<file path="src/rtl/otter_line_arbiter.sv">
// otter_line_arbiter: N-channel whole-line transfer arbiter in front of a
// single-port main memory. Each granted channel receives one burst of
// WORDS_PER_LINE words, either a fill (read) or a writeback (write). The
// arbiter generates the word index itself.
//
// Handshake: a channel raises REQ and holds it until it sees its DONE pulse.
// The memory acknowledges each word with a one-cycle MM_VALID. RE or WE is
// held high for the whole burst, and the word index advances on every
// MM_VALID. Fill data reaches the requester combinationally, marked by
// RVALID.
module otter_line_arbiter #(
    parameter int NUM_CH         = 2,
    parameter int ADDR_W         = 32,
    parameter int WORD_W         = 32,
    parameter int WORDS_PER_LINE = 8,
    parameter int ARB_MODE       = 0
) (
    input  logic                               MEM_CLK,
    input  logic                               MEM_RST,
    input  logic [NUM_CH-1:0]                  REQ,
    input  logic [NUM_CH-1:0]                  WR,
    input  logic [NUM_CH*ADDR_W-1:0]           ADDR,
    input  logic [NUM_CH*WORD_W-1:0]           WDATA,
    output logic [NUM_CH-1:0]                  GNT,
    output logic [$clog2(WORDS_PER_LINE)-1:0]  WORD_IDX,
    output logic [WORD_W-1:0]                  RDATA,
    output logic [NUM_CH-1:0]                  RVALID,
    output logic [NUM_CH-1:0]                  DONE,
    output logic                               MM_RE,
    output logic                               MM_WE,
    output logic [ADDR_W-3:0]                  MM_ADDR,
    output logic [WORD_W-1:0]                  MM_DIN,
    input  logic [WORD_W-1:0]                  MM_DOUT,
    input  logic                               MM_VALID
);

    localparam int          IDX_W    = $clog2(WORDS_PER_LINE);
    localparam int          CH_W     = (NUM_CH > 1) ? $clog2(NUM_CH) : 1;
    localparam int          LINE_W   = ADDR_W - 2 - IDX_W;
    localparam int unsigned NUM_CH_U = NUM_CH;
    localparam logic [IDX_W-1:0] LAST_IDX = IDX_W'(WORDS_PER_LINE - 1);

    typedef enum logic [1:0] {
        ST_IDLE = 2'd0,
        ST_XFER = 2'd1,
        ST_FIN  = 2'd2
    } state_t;

    state_t              state_q;
    logic [CH_W-1:0]     g_q;
    logic [CH_W-1:0]     rr_q;
    logic                dir_q;
    logic [LINE_W-1:0]   line_q;
    logic [IDX_W-1:0]    cnt_q;
    logic [NUM_CH-1:0]   gnt_q;
    logic [NUM_CH-1:0]   done_q;
    logic                re_q;
    logic                we_q;

    logic                win_found;
    logic [CH_W-1:0]     win_idx;
    logic [NUM_CH-1:0]   g_onehot;
    logic                xfer;
    logic                addr_low_unused;

    // The word-offset bits of each address are intentionally dropped.
    assign addr_low_unused = ^ADDR;

    // Returns the candidate channel for search slot 'off'. Round-robin starts
    // at the pointer and wraps. Fixed priority scans upward from channel 0.
    function automatic logic [CH_W-1:0] cand_idx(input logic [CH_W-1:0] ptr,
                                                 input int unsigned     off);
        int unsigned sum;
        if (ARB_MODE == 1) begin
            sum = off;
        end else begin
            sum = 32'(ptr) + off;
            if (sum >= NUM_CH_U) sum = sum - NUM_CH_U;
        end
        return sum[CH_W-1:0];
    endfunction

    // Winner selection: the first requesting channel in search order.
    always_comb begin
        win_found = 1'b0;
        win_idx   = '0;
        for (int unsigned i = 0; i < NUM_CH_U; i++) begin
            if (!win_found && REQ[cand_idx(rr_q, i)]) begin
                win_found = 1'b1;
                win_idx   = cand_idx(rr_q, i);
            end
        end
    end

    // One-hot form of the latched grant index.
    always_comb begin
        g_onehot        = '0;
        g_onehot[g_q]   = 1'b1;
    end

    // Main sequencer: arbitrate in IDLE, walk the burst in XFER, pulse DONE in FIN.
    always_ff @(posedge MEM_CLK or negedge MEM_RST) begin
        if (!MEM_RST) begin
            state_q <= ST_IDLE;
            g_q     <= '0;
            rr_q    <= '0;
            dir_q   <= 1'b0;
            line_q  <= '0;
            cnt_q   <= '0;
            gnt_q   <= '0;
            done_q  <= '0;
            re_q    <= 1'b0;
            we_q    <= 1'b0;
        end else begin
            case (state_q)
                ST_IDLE: begin
                    if (win_found) begin
                        g_q     <= win_idx;
                        dir_q   <= WR[win_idx];
                        line_q  <= ADDR[int'(win_idx)*ADDR_W + IDX_W + 2 +: LINE_W];
                        cnt_q   <= '0;
                        gnt_q   <= NUM_CH'(1) << win_idx;
                        re_q    <= ~WR[win_idx];
                        we_q    <= WR[win_idx];
                        state_q <= ST_XFER;
                    end
                end
                ST_XFER: begin
                    if (MM_VALID) begin
                        cnt_q <= cnt_q + 1'b1;
                        if (cnt_q == LAST_IDX) begin
                            re_q    <= 1'b0;
                            we_q    <= 1'b0;
                            done_q  <= g_onehot;
                            state_q <= ST_FIN;
                        end
                    end
                end
                ST_FIN: begin
                    gnt_q   <= '0;
                    done_q  <= '0;
                    rr_q    <= (32'(g_q) == NUM_CH_U - 1) ? '0 : g_q + 1'b1;
                    state_q <= ST_IDLE;
                end
                default: begin
                    state_q <= ST_IDLE;
                end
            endcase
        end
    end

    assign xfer     = (state_q == ST_XFER);
    assign GNT      = gnt_q;
    assign DONE     = done_q;
    assign MM_RE    = re_q;
    assign MM_WE    = we_q;
    assign WORD_IDX = cnt_q;
    assign RDATA    = MM_DOUT;
    assign RVALID   = (xfer && !dir_q && MM_VALID) ? g_onehot : '0;
    assign MM_ADDR  = xfer ? {line_q, cnt_q} : '0;
    assign MM_DIN   = (xfer && dir_q) ? WDATA[int'(g_q)*WORD_W +: WORD_W] : '0;

endmodule

</file>
<file path="config.mk">
export PLATFORM = sky130hd
export DESIGN_NAME = otter_line_arbiter
export DESIGN_NICKNAME = d
export VERILOG_FILES = /design/src/rtl/otter_line_arbiter.sv
export SDC_FILE = /design/constraint.sdc
export NUM_CORES = 1
export LEC_CHECK = 0
export ABC_AREA = 0
export CORE_AREA = 2 2 105 107
export DETAILED_ROUTE_END_ITERATION = 6
export DIE_AREA = 0 0 107 109
export GPL_TIMING_DRIVEN = 0
export PLACE_DENSITY = 0.74
export SLEW_MARGIN = 20
export SYNTH_ARGS = -nofsm -noshare
export SYNTH_HDL_FRONTEND = slang
export SYNTH_SLANG_ARGS = --single-unit
</file>
<file path="constraint.sdc">
create_clock -name MEM_CLK -period 1.7 [get_ports MEM_CLK]
set_input_delay 0.34 -clock MEM_CLK [delete_from_list [all_inputs] [get_ports MEM_CLK]]
set_output_delay 0.34 -clock MEM_CLK [all_outputs]
set_load 0.01 [all_outputs]
</file>
# Word-level counts from Yosys, hierarchy flattened
# Cells that the tools add are included.
# totals
out_inout_bits	105
n_memories	0
mem_bits_rw	0
regBits	41
rom_bits	0
latchBits	0
# classes
div	0
n_addsub	7
multipliers	0
n_mux	36
bitwise	1
eq_ne	6
n_reduce_logical	17
n_lt_le_gt_ge	7
shift	3
# ops
op	n
64-bit by 7-bit indexed part select with 32-bit output	1
64-bit by 9-bit indexed part select with 27-bit output	1
32-bit two-way mux	1
30-bit two-way mux	1
1-bit two-way mux	18
2-bit two-way mux	7
2-bit one-hot mux with 2 select lines	3
3-bit AND reduction	3
7-bit by 2-bit adder with 8-bit output, second input constant	1
1-bit by 2-bit < comparator with 1-bit output, second input constant	4
6-bit by 2-bit adder with 7-bit output, second input constant	1
3-bit two-way mux	2
3-bit one-hot mux with 2 select lines	1
2-bit nonzero test	3
1-bit logical AND	5
2-bit inequality test, second input constant	2
1-bit one-hot mux with 2 select lines	2
2-bit AND reduction	2
4-bit AND reduction	1
3-bit by 1-bit adder with 3-bit output, second input constant	1
3-bit == test, second input constant	1
1-bit by 1-bit adder with 2-bit output, second input constant	1
2-bit by 1-bit == test with 1-bit output, second input constant	1
2-bit == test, second input constant	1
11 further kinds	13

# Longest topological paths before layout
# Gate-level depths: netlist (run 1).
# logic_depth
depth_word	13
mapped_depth	6
mapped_depth_nobuf	6

# Worst setup path before layout (run 1)
# OpenSTA, ideal clock, no wires.
# synth_timing
path_type	reg-to-output
startpoint	reg state_q[1]
endpoint	out RVALID[1]
arrival_time_ns	1.200
stages_incl_launch_ff	6
required_time_ns	1.360
setup_slack_ns	0.160
path_cell_list	dfrtp_1 > buf_2 > nor2b_1 > buf_2 > nand2_1 > nor3b_1
# synth_between
elab_chain_cells	4
# synth_rtl
element	line	text
start, declared	49	state_t state_q;
start signal, assigned	104	state_q <= ST_IDLE;
start signal, assigned	125	state_q <= ST_XFER;
start signal, assigned	135	state_q <= ST_FIN;
2-bit by 1-bit == test with 1-bit output	152	assign xfer = (state_q == ST_XFER);
1-bit logical AND (2 in series)	159	assign RVALID = (xfer && !dir_q && MM_VALID) ? g_onehot : '0;
2-bit two-way mux	159	
end, declared	27	output logic [NUM_CH-1:0] RVALID,
# No other way between the ends.

# Final worst setup path (run 1)
# layout_timing
startpoint	reg state_q[1]
endpoint	out MM_DIN[14]
# layout_between
elab_chain_cells	3
# layout_rtl
element	line	text
2-bit by 1-bit == test with 1-bit output	152	
1-bit logical AND	161	assign MM_DIN = (xfer && dir_q) ? WDATA[int'(g_q)*WORD_W +: WORD_W] : '0;
32-bit two-way mux	161	
end, declared	32	output logic [WORD_W-1:0] MM_DIN,
# No other way between the ends.

==> reports/qor.yml, run 1 <==
outcome: "finished, violations left"
violations: "setup timing"
start_util_pct: 26.7
worstSetupStartpoint: "state_q[1]"
dr_total_vias: 3149
p_leak_nw: 2.80
hp-class: "in -> reg"
core_um2: 10600
drive_gt1_share_pct: 39.1
avgSynthCellArea_um2: 8.83
clkPwrFrac_pct: 8.6
yosysWarningCount: 0
max_cap_violations: 0
grt_pass1_wl_um: 16100
syn-num-nets: 489
syn_inst: 320
synth-main-ff-cell: "dfrtp_1"
via_per_inst: 4.42
port_buffers: 228
path_cells: "nor2b_4 -> nand2_8 -> buf_6 -> buf_16 -> nor2_2 -> buf_2"
grt_overflow: 0
drcViolationCount: 0
synth-edff-count: 0
ys_ff_latch: 41
antenna_found_initial: 0
crit_cells: 6
skew_ps: 11.2
timing.final.ws_setup_ps: -287
async_flop_share_pct: 100
cts-root-buf: "clkbuf_8"
die_w_um: 107
multiInputGateArea_um2: 1850
dr.pass1.iters: 4
fillers: 947
drv_slew: 0
max_stage_delay_ps: 430
dr_wl_met2_um: 6110
nets: 741
ff2ff_path_depth: 7
r2r-start: "state_q[0]"
cts.path.max_buffers: 2
peakVddDrop_uv: 672
numCtsBuffers: 5
synth_cell_types: 29
hold_violations: 0
track_usage_pct: 17.7
synth_area_leaders: "dfrtp_1 (36%), mux2i_1 (21%), buf_4 (8.8%)"
synth_area_um2: 2830
power_switching_w: 0.00370
powerDensity_nw_per_um2: 1570
wl_met3_um: 701
dieArea_um2: 11700
crit_family: "simple AND/OR/NAND/NOR gates"
highest_layer: "met4"
max_freq_mhz: 503
seqPwrFrac_pct: 17.7
power.total_w: 0.00970
drtAntennaViolNets: 0
wire_per_inst_um: 16.0
grt_pass1_vias: 3033
drt-initial-drc-count: 123
crit_buf_inv: 3
wl_met1_um: 4460
critPathLaunchType: "flop"
min_from: "MM_VALID"
required_ps: 1360
yosysTopAreaCell: "dfrtp_1"
critPathSlowestCell: "dfrtp_2"
synth_top_area_share_pct: 36.3
regArea_um2: 1030
p_comb_share_pct: 73.7
yosysSeqAreaShare_pct: 36.3
htree_levels: 2
worstPathArrival_ps: 1650
ios: 272
num_antenna_cells: 0
critPathKind: "reg -> out"
cts_tree: "yes"
grt_max_degree: 25
cp_max_fo: 7
die_h_um: 109
clk_latency_ps: 300
holdPathStages: 3
rsz0062_at_grt: "true"
clk_pin_slew_ps: 90
hpwlAfterDp_um: 8560
area_growth_pct: 119
rows: 38
period_needed_ps: 1990
final_common_cell: "clkdlybuf4s50_1"
cts.sinks: 41
gp_congestion: 0.705
fin_crit_sh_pct: 117
internal_power_w: 0.00601
setup_viol: 64
critPathCaptureType: "output port"
whs_ps: 452
swShare_pct: 38.1
tightest_slew_ps: 457
wl_um: 11400
slew_headroom_pct: 69.5
layout_common_cells: "clkdlybuf4s50_1 (163), buf_6 (56), mux2i_1 (42), buf_4 (41), dfrtp_1 (39)"
==> area by class of cell <==
type                    instances  area share, %
clock buffers                   6           1.34
clock inverters                 2          0.608
well taps                     140           2.84
inverters                       1         0.0608
plain buffers                  53           7.84
repair buffers                247           40.8
flip-flops and latches         41           16.6
multi-input cells             223           29.9
==> final timing paths <==
check / end / slack [ps]
worst max-delay path: MM_DIN[14] / -290
worst min-delay path: WORD_IDX[2] / 450
worst max register to register: line_q[18] / 130
worst min register to register: line_q[17] / 490
max in group asynchronous: DONE[0] / 700
min in group asynchronous: line_q[1] / 520
==> through the flow <==
stage	util [%]	setup WS (ps)	setup TNS, ps	cells	instance area (um^2)
floorplan	-	160	0	320	2830
global placement	49.8	-722	-66250	688	5280
detailed placement	50.0	-648	-36550	689	5310
CTS	54.5	-227	-9710	713	5780
global route	58.3	-379	-14110	713	6180
finish	58.3	-287	-9220	713	6180
==> registers in the layout, indices dropped and copies added (netlist names), 2 cells and up <==
| signal | flops |
|---|---|
| WORD_IDX | 3 |
| GNT | 2 |
| DONE | 2 |
| state_q | 2 |
| line_q | 27 |
==> cell families (layout without fill, tap and decap cells) <==
group | Yosys count | after routing | synth area share [%]
buffers and inverters | 56 | 309 | 13.7
adders and majority gates | 2 | 2 | 0.885
AOI/OAI and AO/OA | 43 | 43 | 8.50
DFF | 41 | 41 | 36.3
and+or+nand+nor | 118 | 118 | 19.3
muxes | 60 | 60 | 21.2
==> per-layer routing <==
| layer | track usage (%) | vias to the layer above |
|---|---|---|
| li1 | - | 1543 |
| met3 | 4.18 | 11 |
| met2 | 30.3 | 117 |
| met5 | 0 | - |
| met1 | 22.9 | 1478 |
| met4 | 3.71 | 0 |
==> cell usage after synthesis (2+ instances only) <==
cell,number
o21ai_0,3
clkbuf_1,4
a22o_1,3
nor2_1,35
o21ai_1,30
dfrtp_1,41
buf_6,5
buf_4,33
mux2i_1,60
buf_2,13
a21o_1,2
ha_1,2
nand2_1,38
nand3_1,7
and2_1,30
==> power groups by stage <==
| stage | combinational [W] | clock (W) | sequential, W |
|---|---|---|---|
| finish | 0.00715 | 0.000839 | 0.00172 |
| global route | 0.00763 | 0.000901 | 0.00178 |
| CTS | 0.00614 | 0.000858 | 0.00171 |
| detailed placement | 0.00507 | 0 | 0.00171 |
| global placement | 0.00500 | 0 | 0.00168 |
| floorplan | 0.00244 | 0 | 0.00167 |
==> what timing repair did <==
item,in CTS,in global routing
buffers inserted,11,2
hold endpoints to repair,17,0
cloned,5,0
pin swaps,54,1
gates resized for setup,379,95
setup endpoints to repair,64,64
hold buffers,1,0
==> worst min-delay path, delay by kind of cell <==
family,cells,cell delay [ps]
AND/OR/NAND/NOR,2,170
buffers and inverters,1,200
Power figures use the tool's default switching activity.
==> inputs of run 2 (changes only) <==
--- a/config.mk
+++ b/config.mk
@@ -6,6 +6,7 @@
 export NUM_CORES = 1
 export LEC_CHECK = 0
 export ABC_AREA = 0
+export ABC_CLOCK_PERIOD_IN_PS = 1700
 export CORE_AREA = 2 2 105 107
 export DETAILED_ROUTE_END_ITERATION = 6
 export DIE_AREA = 0 0 107 109
==> results of run 2 <==
Same layout as run 1: the final DEF is identical, and so are final timing and power.
==> inputs of run 3 (changes only) <==
--- a/config.mk
+++ b/config.mk
@@ -6,10 +6,11 @@
 export NUM_CORES = 1
 export LEC_CHECK = 0
 export ABC_AREA = 0
-export ABC_CLOCK_PERIOD_IN_PS = 1700
-export CORE_AREA = 2 2 105 107
+export ABC_CLOCK_PERIOD_IN_PS = 1800
+export CAP_MARGIN = 10
+export CORE_AREA = 2 2 107 109
 export DETAILED_ROUTE_END_ITERATION = 6
-export DIE_AREA = 0 0 107 109
+export DIE_AREA = 0 0 109 111
 export GPL_TIMING_DRIVEN = 0
 export PLACE_DENSITY = 0.74
 export SLEW_MARGIN = 20
==> constraint.sdc (replaced) <==
create_clock -name MEM_CLK -period 1.8 [get_ports MEM_CLK]
set_input_delay 0.36 -clock MEM_CLK [delete_from_list [all_inputs] [get_ports MEM_CLK]]
set_output_delay 0.36 -clock MEM_CLK [all_outputs]
set_load 0.01 [all_outputs]
==> run 3 against run 2 <==
Compared with the run above:
- the flow still finishes with violations (setup timing)
- final area shrank 9.3%
- register-to-register slack gained 90 ps
- clock skew shrank 5.8 ps
- utilization shrank 7.7 points
- die area grew 3.7%
- worst hold slack gained 10 ps
- combinational power shrank 30%
- non-clock buffer count shrank 9
- total power shrank 21%
- critical endpoint is now MM_DIN[25]
- highest routed layer unchanged
==> reports/qor.yml, run 3 (synthesized netlist as in run 1, its figures left out) <==
wl_um: 10800  # was 11400 um
rows: 39  # was 38
drt-initial-drc-count: 96  # was 123
clk_pin_slew_ps: 60  # was 90 ps
p_leak_nw: 2.61  # was 2.80 nW
drv_slew: 0  # unchanged
powerDensity_nw_per_um2: 1370  # was 1570 nW/um^2
cp_max_fo: 10  # was 7
via_per_inst: 4.45  # was 4.42
nets: 732  # was 741
wire_per_inst_um: 15.3  # was 16.0 um
largest_reg_flops: 27  # unchanged
grt_pass1_wl_um: 16400  # was 16100 um
cts-root-buf: "clkbuf_16"  # was clkbuf_8
cts.sinks: 41  # unchanged
layout_common_cells: "clkdlybuf4s50_1 (163), buf_2 (58), mux2i_1 (54), dfrtp_1 (39), buf_4 (37)"  # was clkdlybuf4s50_1 (163), buf_6 (56), mux2i_1 (42), buf_4 (41), dfrtp_1 (39)
peakVddDrop_uv: 604  # was 672 uV
outcome: "finished, violations left"  # unchanged
track_usage_pct: 17.3  # was 17.7%
grt_overflow: 0  # unchanged
instances_no_fill: 707  # was 713
ios: 272  # unchanged
hold_violations: 0  # unchanged
htree_levels: 2  # unchanged
gp_congestion: 0.757  # was 0.705
grt_max_degree: 30  # was 25
tightest_slew_ps: 311  # was 457 ps
max_cap_violations: 0  # unchanged
dp_cells: 692  # was 689
die_w_um: 109  # was 107 um
die_h_um: 111  # was 109 um
r2r_slack_ps: 220  # was 130 ps
area_growth_pct: 98.1  # was 119%
clk_latency_ps: 280  # was 300 ps
dr.pass1.iters: 4  # unchanged
timing.final.ws_setup_ps: -58.0  # was -287 ps
antenna_found_initial: 0  # unchanged
holdPathStages: 3  # unchanged
ff2ff_path_depth: 7  # unchanged
top_register: "line_q"  # unchanged
max_freq_mhz: 538
dieArea_um2: 12100  # was 11700 um^2
slew_headroom_pct: 78.6  # was 69.5%
final_common_cell: "clkdlybuf4s50_1"  # unchanged
period_needed_ps: 1860
dr_total_vias: 3145  # was 3149
required_ps: 1440  # was 1360 ps
cts_tree: "yes"  # unchanged
fin_crit_sh_pct: 103
rsz0062_at_grt: "true"  # unchanged
drtAntennaViolNets: 0  # unchanged
drcViolationCount: 0  # unchanged
start_util_pct: 25.5  # was 26.7%
drive_gt1_share_pct: 30.9  # was 39.1%
critPathCaptureType: "output port"  # unchanged
numCtsBuffers: 5  # unchanged
port_buffers: 228  # unchanged
critPathLaunchType: "flop"  # unchanged
hpwlAfterDp_um: 8660  # was 8560 um
worstPathArrival_ps: 1500  # was 1650 ps
critPathKind: "reg -> out"  # unchanged
hp-class: "in -> reg"  # unchanged
num_antenna_cells: 0  # unchanged
grt_pass1_vias: 3271  # was 3033
violations: "setup timing"  # unchanged
skew_ps: 5.49  # was 11.2 ps
core_um2: 11100  # was 10600 um^2
setup_viol: 27  # was 64
setup_tns_ps: -696  # was -9220 ps
cts.path.max_buffers: 2  # unchanged
## run 3: layout make-up
| class | count | area (um^2) |
|---|---|---|
| Clock inverter | 1 | 30.0 |
| Multi-Input combinational cell | 223 | 1620 |
| Fill cell | 1043 | 5480 |
| Clock buffer | 7 | 143 |
| Sequential cell | 41 | 1030 |
| Buffer | 53 | 467 |
| Timing Repair Buffer | 238 | 2130 |
| Tap cell | 143 | 179 |
| Inverter | 1 | 3.75 |
## run 3: critical path: stages (launching register included)
cell and delay (ps):
dfrtp_1 370, buf_8 170, buf_6 200, mux2i_4 270, nor2_2 50, buf_2 140
## run 3: stage by stage
step / worst slack [ps] / hold WS (ps) / instance area [um^2] / total power (W) / utilization [%]
6_report: -58.0 / 462 / 5600 / 0.00768 / 50.6
2_1_floorplan: 240 / 64.4 / 2830 / 0.00388 / -
4_1_cts: -82.9 / 460 / 5410 / 0.00731 / 48.8
3_5_place_dp: -529 / 273 / 5300 / 0.00637 / 47.9
5_1_grt: -136 / 479 / 5600 / 0.00821 / 50.6
3_3_place_gp: -664 / 459 / 5290 / 0.00629 / 47.7
## run 3: final timing paths
kind,start,to
worst max-delay path,g_q,MM_DIN[25]
worst min-delay path,MM_VALID,WORD_IDX[2]
worst max register to register,state_q[0],line_q[14]
worst min register to register,line_q[12],line_q[12]
max in group asynchronous,MEM_RST,state_q[1]
min in group asynchronous,MEM_RST,line_q[23]
## run 3: per-layer routing
metal,up-vias,track usage [%],part of all wire [%]
met1,1493,20.7,40
met3,10,4.06,6.4
met4,0,3.50,1.1
li1,1518,-,-
met2,124,31.1,53
met5,-,0,0
## run 3: power breakdown
group	internal, W	total, W	switching (W)
sequential	0.00135	0.00162	0.000265
clock	0.000693	0.00104	0.000348
combinational	0.00262	0.00503	0.00240
## run 3: what timing repair did
action,CTS,global route
setup buffers,5,0
cloned,3,0
hold buffers,1,0
setup endpoints to repair,64,63
resized for setup,304,52
pin swaps,7,7
endpoints found under the hold margin,12,0
==> edit: new RTL, flow settings as in run 3 <==
Set the parameter `ARB_MODE` to 1 (it was 0).
--- a/src/rtl/otter_line_arbiter.sv
+++ b/src/rtl/otter_line_arbiter.sv
@@ -13,7 +13,7 @@
     parameter int ADDR_W         = 32,
     parameter int WORD_W         = 32,
     parameter int WORDS_PER_LINE = 8,
-    parameter int ARB_MODE       = 0
+    parameter int ARB_MODE       = 1
 ) (
     input  logic                               MEM_CLK,
     input  logic                               MEM_RST,
Check against the original RTL: no difference found for any inputs over 4 cycles, from zero or initial values and one cycle with MEM_RST low; that may be too few to reach the edited logic, so the function may still have changed.
==> edit against run 3 <==
- the flow still finishes with violations (negative setup slack)
- power is 6.2% higher
- worst setup slack got worse by 0.075 ns
- wire length rose by 5.1%
- die area unchanged
- design area increased by 3.9%
- via count is 0.38% higher
- synthesized area shrank 2.2%
- sequential cell count is 1 lower
- critical endpoint is now MM_DIN[26]
- largest power group unchanged
==> edit: results <==
{
  "outcome": "finished, violations left",
  "violations": "negative setup slack",
  "largest_reg_flops": 27,
  "skew_ns": 0.00129,
  "slowest_delay_ns": 0.42,
  "setup_ws_ns": -0.133,
  "root_buffer": "clkbuf_16",
  "clk_pin_slew_ns": 0.06,
  "hpwlAfterDp_um": 8820,
  "grt_use_total_pct": 17.3,
  "grt_pass1_wl_um": 16400,
  "syn-num-nets": 458,
  "wl_met3_um": 1240,
  "crit_family": "simple AND/OR/NAND/NOR gates",
  "muxShareOfSynthArea_pct": 13.1,
  "drt_wl_total_um": 11400,
  "p_leak_nw": 2.65,
  "wl_met1_um": 3880,
  "hp-class": "in -> async",
  "synth_compound_area_share_pct": 14.2,
  "vias_per_cell": 4.55,
  "antenna_found_initial": 3,
  "grt_util_met2_pct": 33.1,
  "yosysSeqAreaShare_pct": 36.2,
  "clk_latency_ns": 0.28,
  "drtIter0Drc": 185,
  "slowest_stage": "dfrtp_2",
  "synth.distinct_cells": 34,
  "grt_use_met3_pct": 5.47,
  "grt_max_degree": 24,
  "yosys.area_share.adder_pct": 0.905,
  "drive_above_1_share_pct": 38.7,
  "port_buffers": 229,
  "synth.top_cells.by_count": "and2_1 (58), dfrtp_1 (40), mux2i_1 (35), nor2_1 (35), buf_4 (32)",
  "nets": 716,
  "critical_path_arrival_ns": 1.57,
  "finalSetupViolations": 61,
  "place_congestion": 0.804,
  "async_flop_share_pct": 100,
  "wl_met2_um": 5990,
  "crit_fanout": 7,
  "netlist_top_cells_area": "dfrtp_1 (36%), and2_1 (13%), mux2i_1 (13%), a221o_1 (9.8%), buf_4 (8.7%)",
  "tightestPinTransition_ns": 0.431,
  "peakVddDrop_mv": 0.673,
  "grt_pass1_vias": 3205,
  "place_ws_ns": -0.629,
  "gr-usage-met1_pct": 17.3
}
edit: changes by cell type after synthesis, sizes merged, moves of 2 or more:
cell and change:
clkbuf -3, mux2i -25, a32o +2, inv +5, a221o +27, a22o -3, o21ai -28, nand2 -34
and2 +28, o22ai +2, nand3 -7
edit: power breakdown:
part           total [mW]  internal [mW]  switching, mW  leakage, nW
registers            1.58           1.31          0.277        0.493
logic                5.56           3.16           2.40         2.08
clock network        1.01          0.652          0.358       0.0809
total                8.16           5.12           3.04         2.65
edit: cell type report:
class                      instances  area (µm²)
inverter                           6        22.5
fill                            1015        5260
multi-input combinational        191        1620
sequential                        40        1000
tap                              143         179
antenna                            3        7.51
clock inverter                     2        35.0
clock buffer                       6         129
timing repair buffer             253        2420
buffer                            50         408
edit: final timing paths:
check | from | endpoint | cells after the start | slack [ns]
max | state_q[1] | MM_DIN[26] | 5 | -0.13
min | MEM_RST | line_q[0] | 1 | 0.03
max reg2reg | state_q[0] | line_q[17] | 6 | 0.12
min reg2reg | line_q[23] | line_q[23] | 1 | 0.50
max in group asynchronous | MEM_RST | line_q[23] | 2 | 1.30
min in group MEM_CLK | line_q[23] | line_q[23] | 1 | 0.50
edit: through the flow:
step / TNS (ns) / instances / hold WS (ns) / power, mW / area [µm²]
final: -5.00 / 694 / 0.0284 / 8.16 / 5820
after global routing: -8.07 / 694 / 0.0520 / 8.64 / 5820
after CTS: -10.78 / 686 / 0.0397 / 7.63 / 5560
after detailed placement: -36.64 / 662 / 0.338 / 6.17 / 5260
after global placement: -60.00 / 661 / 0.487 / 6.08 / 5240
after floorplan: 0 / 289 / 0.0644 / 3.76 / 2770
edit: repair_timing:
item | 4_1_cts | 5_1_grt
buffers inserted | 11 | 7
setup endpoints to repair | 66 | 74
gates resized for setup | 342 | 66
pin swaps | 40 | 9
gates cloned | 5 | 0
